--- config.mk ---
export PLATFORM = sky130hd
export DESIGN_NAME = window_stats_unit
export DESIGN_NICKNAME = d
export VERILOG_FILES = /design/src/rtl/wsu_pkg.sv /design/src/rtl/wsu_stat_update.sv /design/src/rtl/window_stats_unit.sv
export SDC_FILE = /design/constraint.sdc
export NUM_CORES = 1
export LEC_CHECK = 0
export CAP_MARGIN = 5
export CORE_MARGIN = 3
export CORE_UTILIZATION = 50
export DETAILED_ROUTE_END_ITERATION = 12
export PLACE_DENSITY = 0.79
export SYNTH_ARGS = -nofsm -noshare
export SYNTH_HDL_FRONTEND = slang
export SYNTH_HIERARCHICAL = 1
export SYNTH_SLANG_ARGS = --single-unit
--- constraint.sdc ---
create_clock -name clk -period 2.4 [get_ports clk]
set_input_delay 0.48 -clock clk [delete_from_list [all_inputs] [get_ports clk]]
set_output_delay 0.48 -clock clk [all_outputs]
set_load 0.005 [all_outputs]
--- src/rtl/wsu_pkg.sv ---
// Shared types and defaults for the window statistics unit.
package wsu_pkg;

    localparam int DATA_W_DEF  = 12;
    localparam int WIN_LEN_DEF = 8;
    localparam int SUM_W_DEF   = 15;

    // ACCUM collects samples; HOLD presents a finished window result.
    typedef enum logic [0:0] {
        ACCUM = 1'b0,
        HOLD  = 1'b1
    } wsu_state_e;

    // Running statistics of the window currently being collected.
    typedef struct packed {
        logic [SUM_W_DEF-1:0]  sum;
        logic [DATA_W_DEF-1:0] min;
        logic [DATA_W_DEF-1:0] max;
        logic [DATA_W_DEF-1:0] xor_fold;
    } wsu_acc_t;

    // Accumulator value at the start of a window: min starts at all-ones
    // so the first sample always replaces it.
    function automatic wsu_acc_t acc_init();
        wsu_acc_t a;
        a.sum      = {SUM_W_DEF{1'b0}};
        a.min      = {DATA_W_DEF{1'b1}};
        a.max      = {DATA_W_DEF{1'b0}};
        a.xor_fold = {DATA_W_DEF{1'b0}};
        return a;
    endfunction

endpackage

--- src/rtl/wsu_stat_update.sv ---
// Combinational next-accumulator: folds one sample into the running stats.
module wsu_stat_update
    import wsu_pkg::*;
(
    input  wsu_acc_t                cur_acc,
    input  logic [DATA_W_DEF-1:0]   sample,
    output wsu_acc_t                nxt_acc
);

    // Sum, unsigned min/max (ties keep the stored value) and XOR fold.
    always_comb begin
        nxt_acc          = cur_acc;
        nxt_acc.sum      = cur_acc.sum + SUM_W_DEF'(sample);
        nxt_acc.xor_fold = cur_acc.xor_fold ^ sample;
        if (sample < cur_acc.min) begin
            nxt_acc.min = sample;
        end else begin
            nxt_acc.min = cur_acc.min;
        end
        if (sample > cur_acc.max) begin
            nxt_acc.max = sample;
        end else begin
            nxt_acc.max = cur_acc.max;
        end
    end

endmodule

--- src/rtl/window_stats_unit.sv ---
// Window statistics unit: accumulates WIN_LEN samples, then holds the
// sum/min/max/xor result until the consumer accepts it.
module window_stats_unit
    import wsu_pkg::*;
#(
    parameter int DATA_W  = DATA_W_DEF,
    parameter int WIN_LEN = WIN_LEN_DEF,
    parameter int SUM_W   = SUM_W_DEF
) (
    input  logic              clk,
    input  logic              rst_n,
    input  logic              clear,
    input  logic              in_valid,
    output logic              in_ready,
    input  logic [DATA_W-1:0] in_data,
    output logic              out_valid,
    input  logic              out_ready,
    output logic [SUM_W-1:0]  out_sum,
    output logic [DATA_W-1:0] out_min,
    output logic [DATA_W-1:0] out_max,
    output logic [DATA_W-1:0] out_xor
);

    localparam int CNT_W = $clog2(WIN_LEN);
    localparam logic [CNT_W-1:0] CNT_LAST = CNT_W'(WIN_LEN - 1);

    wsu_state_e         state_r;
    wsu_state_e         state_nxt_s;
    logic [CNT_W-1:0]   cnt_r;
    wsu_acc_t           acc_r;
    wsu_acc_t           nxt_acc_s;
    logic [DATA_W_DEF-1:0] sample_s;
    logic               accept_s;
    logic               last_s;
    logic               in_ready_r;
    logic               out_valid_r;
    logic [SUM_W-1:0]   out_sum_r;
    logic [DATA_W-1:0]  out_min_r;
    logic [DATA_W-1:0]  out_max_r;
    logic [DATA_W-1:0]  out_xor_r;

    assign sample_s  = DATA_W_DEF'(in_data);
    assign in_ready  = in_ready_r;
    assign out_valid = out_valid_r;
    assign out_sum   = out_sum_r;
    assign out_min   = out_min_r;
    assign out_max   = out_max_r;
    assign out_xor   = out_xor_r;

    wsu_stat_update u_stat_update (
        .cur_acc (acc_r),
        .sample  (sample_s),
        .nxt_acc (nxt_acc_s)
    );

    // Next-state decode; a sample coinciding with clear is discarded.
    always_comb begin
        state_nxt_s = state_r;
        accept_s    = 1'b0;
        last_s      = 1'b0;
        case (state_r)
            ACCUM: begin
                accept_s = in_valid & ~clear;
                if (accept_s && (cnt_r == CNT_LAST)) begin
                    last_s      = 1'b1;
                    state_nxt_s = HOLD;
                end else begin
                    state_nxt_s = ACCUM;
                end
            end
            HOLD: begin
                if (out_ready) begin
                    state_nxt_s = ACCUM;
                end else begin
                    state_nxt_s = HOLD;
                end
            end
            default: begin
                state_nxt_s = ACCUM;
            end
        endcase
    end

    // State register with registered handshake flags decoded from next state.
    always_ff @(posedge clk or negedge rst_n) begin
        if (!rst_n) begin
            state_r     <= ACCUM;
            in_ready_r  <= 1'b1;
            out_valid_r <= 1'b0;
        end else begin
            state_r     <= state_nxt_s;
            in_ready_r  <= (state_nxt_s == ACCUM);
            out_valid_r <= (state_nxt_s == HOLD);
        end
    end

    // Counter, accumulators and result registers; results persist after handshake.
    always_ff @(posedge clk or negedge rst_n) begin
        if (!rst_n) begin
            cnt_r     <= {CNT_W{1'b0}};
            acc_r     <= acc_init();
            out_sum_r <= {SUM_W{1'b0}};
            out_min_r <= {DATA_W{1'b0}};
            out_max_r <= {DATA_W{1'b0}};
            out_xor_r <= {DATA_W{1'b0}};
        end else if ((state_r == ACCUM) && clear) begin
            cnt_r <= {CNT_W{1'b0}};
            acc_r <= acc_init();
        end else if (last_s) begin
            cnt_r     <= {CNT_W{1'b0}};
            acc_r     <= acc_init();
            out_sum_r <= SUM_W'(nxt_acc_s.sum);
            out_min_r <= DATA_W'(nxt_acc_s.min);
            out_max_r <= DATA_W'(nxt_acc_s.max);
            out_xor_r <= DATA_W'(nxt_acc_s.xor_fold);
        end else if (accept_s) begin
            cnt_r <= cnt_r + {{(CNT_W-1){1'b0}}, 1'b1};
            acc_r <= nxt_acc_s;
        end
    end

endmodule
* Yosys cells after proc, flatten, opt, wreduce, memory -nomap -nowiden *
Index checks and enable logic that the tools add are counted.

word-level totals
  output and inout bits = 53
  input bits = 17
  flip-flop bits (word level) = 107
  logic and storage cells = 39

operators by class
  muxes and demuxes = 13
  bitwise operators = 6
  reduce and logical (&&, ||, !) cells = 4
  equal/unequal tests = 1
  add/sub/neg operators = 2
  magnitude comparators = 2

operator list
  operator                                                        number
  51-bit 2-to-1 mux                                               3
  12-bit 2-to-1 mux                                               2
  15-bit by 12-bit adder with 15-bit output                       1
  12-bit greater-than comparator                                  1
  12-bit < comparator                                             1
  12-bit bitwise XOR                                              1
  3-bit 2-to-1 mux                                                3
  1-bit 2-to-1 mux                                                4
  1-bit inverter                                                  4
  3-bit by 1-bit adder with 3-bit output (second input constant)  1
  3-bit equality test (second input constant)                     1
  3-bit nonzero test                                              1
  1-bit logical AND                                               2
  1-bit case mux with 2 select lines                              1
  2-bit AND reduction                                             1
  1-bit bitwise AND                                               1

* Longest topological paths before layout *
Gate-level depths: netlist (run 1).

  depth in word-level cells = 7
  gate-level depth with buffers = 9
  gate-level depth less buffers = 8

* Hierarchy *
Netlist (run 1), hierarchy kept.

by module, submodules not included
  module             instances  area each (µm²)  cells each  seq. area each (µm²)
  window_stats_unit  1          4,376.7          301         2,693.8
  wsu_stat_update    1          2,094.5          301         0.0

* Worst setup path after synthesis (run 1) *
No wires, ideal clock.

  path kind = input -> register
  start point = in in_data[0]
  end point = reg acc_r[44] (netlist name)
  library setup time = 0.126 ns
  data arrival time = 2.372 ns
  data required time = 2.274 ns
  path buffers = 0
  stages on the path = 8
  setup slack = -0.098 ns
  cell sequence = ha_1 > fa_1 > a211oi_1 > nor2_1 > o21a_1 > o41a_1 > xor2_1 > a221o_1

RTL lines
  what                  line                      text
  start, declared       window_stats_unit.sv:15   input logic [DATA_W-1:0] in_data,
  end signal, assigned  window_stats_unit.sv:101  acc_r <= acc_init();
  end signal, assigned  window_stats_unit.sv:108  acc_r <= acc_init();
  end signal, assigned  window_stats_unit.sv:111  acc_r <= acc_init();
  end, declared         window_stats_unit.sv:30   wsu_acc_t acc_r;

==> impl_results.md, run 1 <==
* Status: finished with violations
* Failing checks: setup timing
* Die Span X at approximately 120 um
* Mapped Cells at around 600
* Initial core utilization at 0.526
* Die Ht at 120 um
* Global-route wire length before repair at between 20 and 30 mm
* Peak VDD IR at between 0.3 and 0.4 mV
* Number of port buffers at between 60 and 70
* Hold WC Path Type: flip-flop to flip-flop
* Buffers & Inverters on Critical Path at 0
* Hold slack at between 0.4 and 0.5 ns
* Actual slew at the worst max-slew pin at 0.673 ns
* Slew HR at 0.551
* Fin. max-slew vios at 0
* Syn Std Cell Area at approximately 6500 um2
* Skew-Pair Late Insertion Delay at about 0.36 ns
* Share of flip-flops with an asynchronous set or reset at 1.00
* Placed cell areas at slightly below 8000 um2
* Top cells by area, synth: dfrtp_1 36%, ha_1 7.2%, a221o_1 6.2%
* Mean Syn Cell Area at 10.7 um2
* Clock slew at reported path FFs at around 0.08 ns
* Layout cell share with drive strength beyond 1 at 0.298
* Sequential-to-total area share from yosys stat at 0.416
* Fin crit period at about 2.4 ns
* Die area at 14,300 um2
* Area delta synth->final at 32.3%
* Starting DRC count in detailed routing at 508
* Crit end category: flip-flop
* Ant. Diodes at 0
* GR Overflow Total at 0
* CTS tree: built
* GP Congestion at about 0.92
* Share of the synthesized area in the top cell type at 0.363
* Clock Tree Buf Depth at 2
* Crit Path Class: flip-flop to flip-flop
* Static leakage at between 4 and 5 nW
* Period utilization at 1.02
* RSZ-0062 raised after global routing: true
* H-tree levels at 3
* CP dominant cell by count: o21ai_0
* Pwr Total at 0.00487 W
* F_max at around 400 MHz
* Nets at 801
* Pwr Density at about 570 nW/um2
* Number of top-level pins at 70
* Most numerous cell in the Yosys netlist: dfrtp_1
* Final WS setup at -0.0492 ns
* All-Layer GR Usage at 0.258
* Routed Wire Length at approximately 18 mm
* Final Hold Fails at 0
* Pre-antenna DRT Iters at 5
* Critical path fanouts, max at 3
* Total clock sinks at approximately 110
* Synth top cells by count: 94 x dfrtp_1, 41 x and2_1, 40 x a221o_1
* Final Cell Area at 8560 um2
* Skew final at just under 0.006 ns
* DR vias at around 5,500
* Largest net degree at the start of global routing at between 60 and 70
* Crit path launch type: flip-flop
* Inserted Clock Buffers at 9
* Slowest cell delay on critical path at 0.41 ns
* Syn nets at 657
* Worst path slowest cell: dfrtp_1
* Clock Tree Root: clkbuf_16
* Post-synth EDFFs at 0
* Post-route ant nets at 0
* Number of global-route vias before repair at 5,655
* Initial antenna violation count at 0
* Wire per inst at around 20 um
* Core Footprint at around 12,000 um2
* Final setup fails at 15
* Biggest area consumer among synthesized cells: dfrtp_1
* Largest delay share family, worst path: compound AO/OA/AOI/OAI gates
* Post-route DRC at 0
* Yosys cell types at between 50 and 60
* Vias per cell at 6.01
* Worst EP required at 2.65 ns
* Max cap viols at 0
* Row count at 40
* Top FF cell, synth: dfrtp_1
* Cell breakdown of the critical path: ha_2, fa_2, a211oi_2, o21ai_0, a31oi_2, a2111o_1, o21ai_0, a221o_1
* Setup tns final at -0.324 ns
* CP arrival at approximately 2.7 ns
* YS warnings at 6
* Post-DP HPWL at 12.6 mm
* Flops & latches, synth at approximately 110
worst paths after layout:
| path | start | end | slack (ns) | cells past startpoint |
|---|---|---|---|---|
| worst max-delay path | acc_r[36] | acc_r[50] | -0.05 | 8 |
| worst min-delay path | out_sum[11] | out_sum[11] | 0.49 | 1 |
| worst max register to register | acc_r[36] | acc_r[50] | -0.05 | 8 |
| worst min register to register | out_sum[11] | out_sum[11] | 0.49 | 1 |
| max in group asynchronous | rst_n | acc_r[45] | 1.21 | 3 |
| min in group asynchronous | rst_n | out_min[11] | 0.55 | 2 |
where the power goes:
part	leakage, nW	total (W)	switching (W)	internal [W]
Clock	0.148	0.00157	0.000738	0.000835
Combinational	2.44	0.00131	0.000670	0.000639
Sequential	1.42	0.00199	0.0000896	0.00190
layer usage:
layer / part of all wire / wire length, um / global-route usage
met5: 0 / 0 / 0
met4: 0.036 / 663 / 0.125
met3: 0.054 / 986 / 0.0358
met2: 0.49 / 8950 / 0.424
met1: 0.42 / 7820 / 0.336
cell families (layout without fill, tap and decap cells):
logic type / after synthesis / in the layout / synth area share
compound gates: 123 / 123 / 0.160
xor+xnor: 21 / 21 / 0.0284
mux: 65 / 65 / 0.119
simple gates: 183 / 183 / 0.156
buf+inv: 65 / 214 / 0.0466
fa+ha+maj: 38 / 38 / 0.0746
flops: 107 / 107 / 0.416
cell type report:
cell class / count / area (um2)
Clock buffer: 10 / 229
Clock inverter: 6 / 82.6
Fill cell: 922 / 3750
Inverter: 27 / 101
Multi-Input combinational cell: 430 / 3720
Sequential cell: 107 / 2700
Tap cell: 168 / 210
Timing Repair Buffer: 171 / 1520
stage by stage:
stage          utilization  setup slack [ns]  std cells
2_1_floorplan            -           0.00447        602
3_3_place_gp         0.642            -0.698        887
3_5_place_dp         0.642            -0.714        887
4_1_cts              0.683            0.0169        910
5_1_grt              0.695            -0.113        919
6_report             0.695           -0.0492        919
worst register-to-register path: cells and delay by family, from the launching register on:
kind / cells / cell delay (ns)
AO/OA/AOI/OAI: 6 / 1.36
adder cells (fa/ha/maj): 2 / 0.57
flip-flops: 1 / 0.41
cells in the final DEF (no fill, tap or decap), types with 4 or more instances in the layout:
cell	n
clkbuf_16	9
mux2_2	30
xor2_1	18
o21a_1	4
ha_4	7
nand2b_1	15
buf_6	6
a21oi_1	14
o21ai_0	8
dfstp_2	13
mux2_1	13
dfrtp_1	93
buf_12	5
nor2_1	15
clkdlybuf4s50_1	56
buf_4	91
and2_1	41
nand2_1	27
ha_1	28
o211ai_1	16
nand4_1	17
dlygate4sd2_1	9
inv_1	25
mux2_4	21
and3_1	11
o221a_1	9
nand3_1	38
a221o_1	40
flip-flops by register name (all words and copies together), names as in the netlist:
signal and cells:
acc_r 51, out_sum 15, out_max 12, out_min 12, out_xor 12, cnt_r 3, in_ready 1, out_valid 1
timing repair:
item / 4_1_cts / 5_1_grt
endpoints found under the setup margin: 65 / 56
pin swaps: 10 / 13
hold buffers: 1 / 0
endpoints found under the hold margin: 12 / 0
setup buffers: 6 / 9
resized for setup: 38 / 29
No activity file was read; power rests on OpenSTA's default activity.
==> run 2, diff against run 1 <==
--- a/config.mk
+++ b/config.mk
@@ -10,6 +10,7 @@
 export CORE_UTILIZATION = 50
 export DETAILED_ROUTE_END_ITERATION = 12
 export PLACE_DENSITY = 0.79
+export SLEW_MARGIN = 0
 export SYNTH_ARGS = -nofsm -noshare
 export SYNTH_HDL_FRONTEND = slang
 export SYNTH_HIERARCHICAL = 1
==> results of run 2 <==
The final DEF is identical to that of run 1; final timing and power are the same.
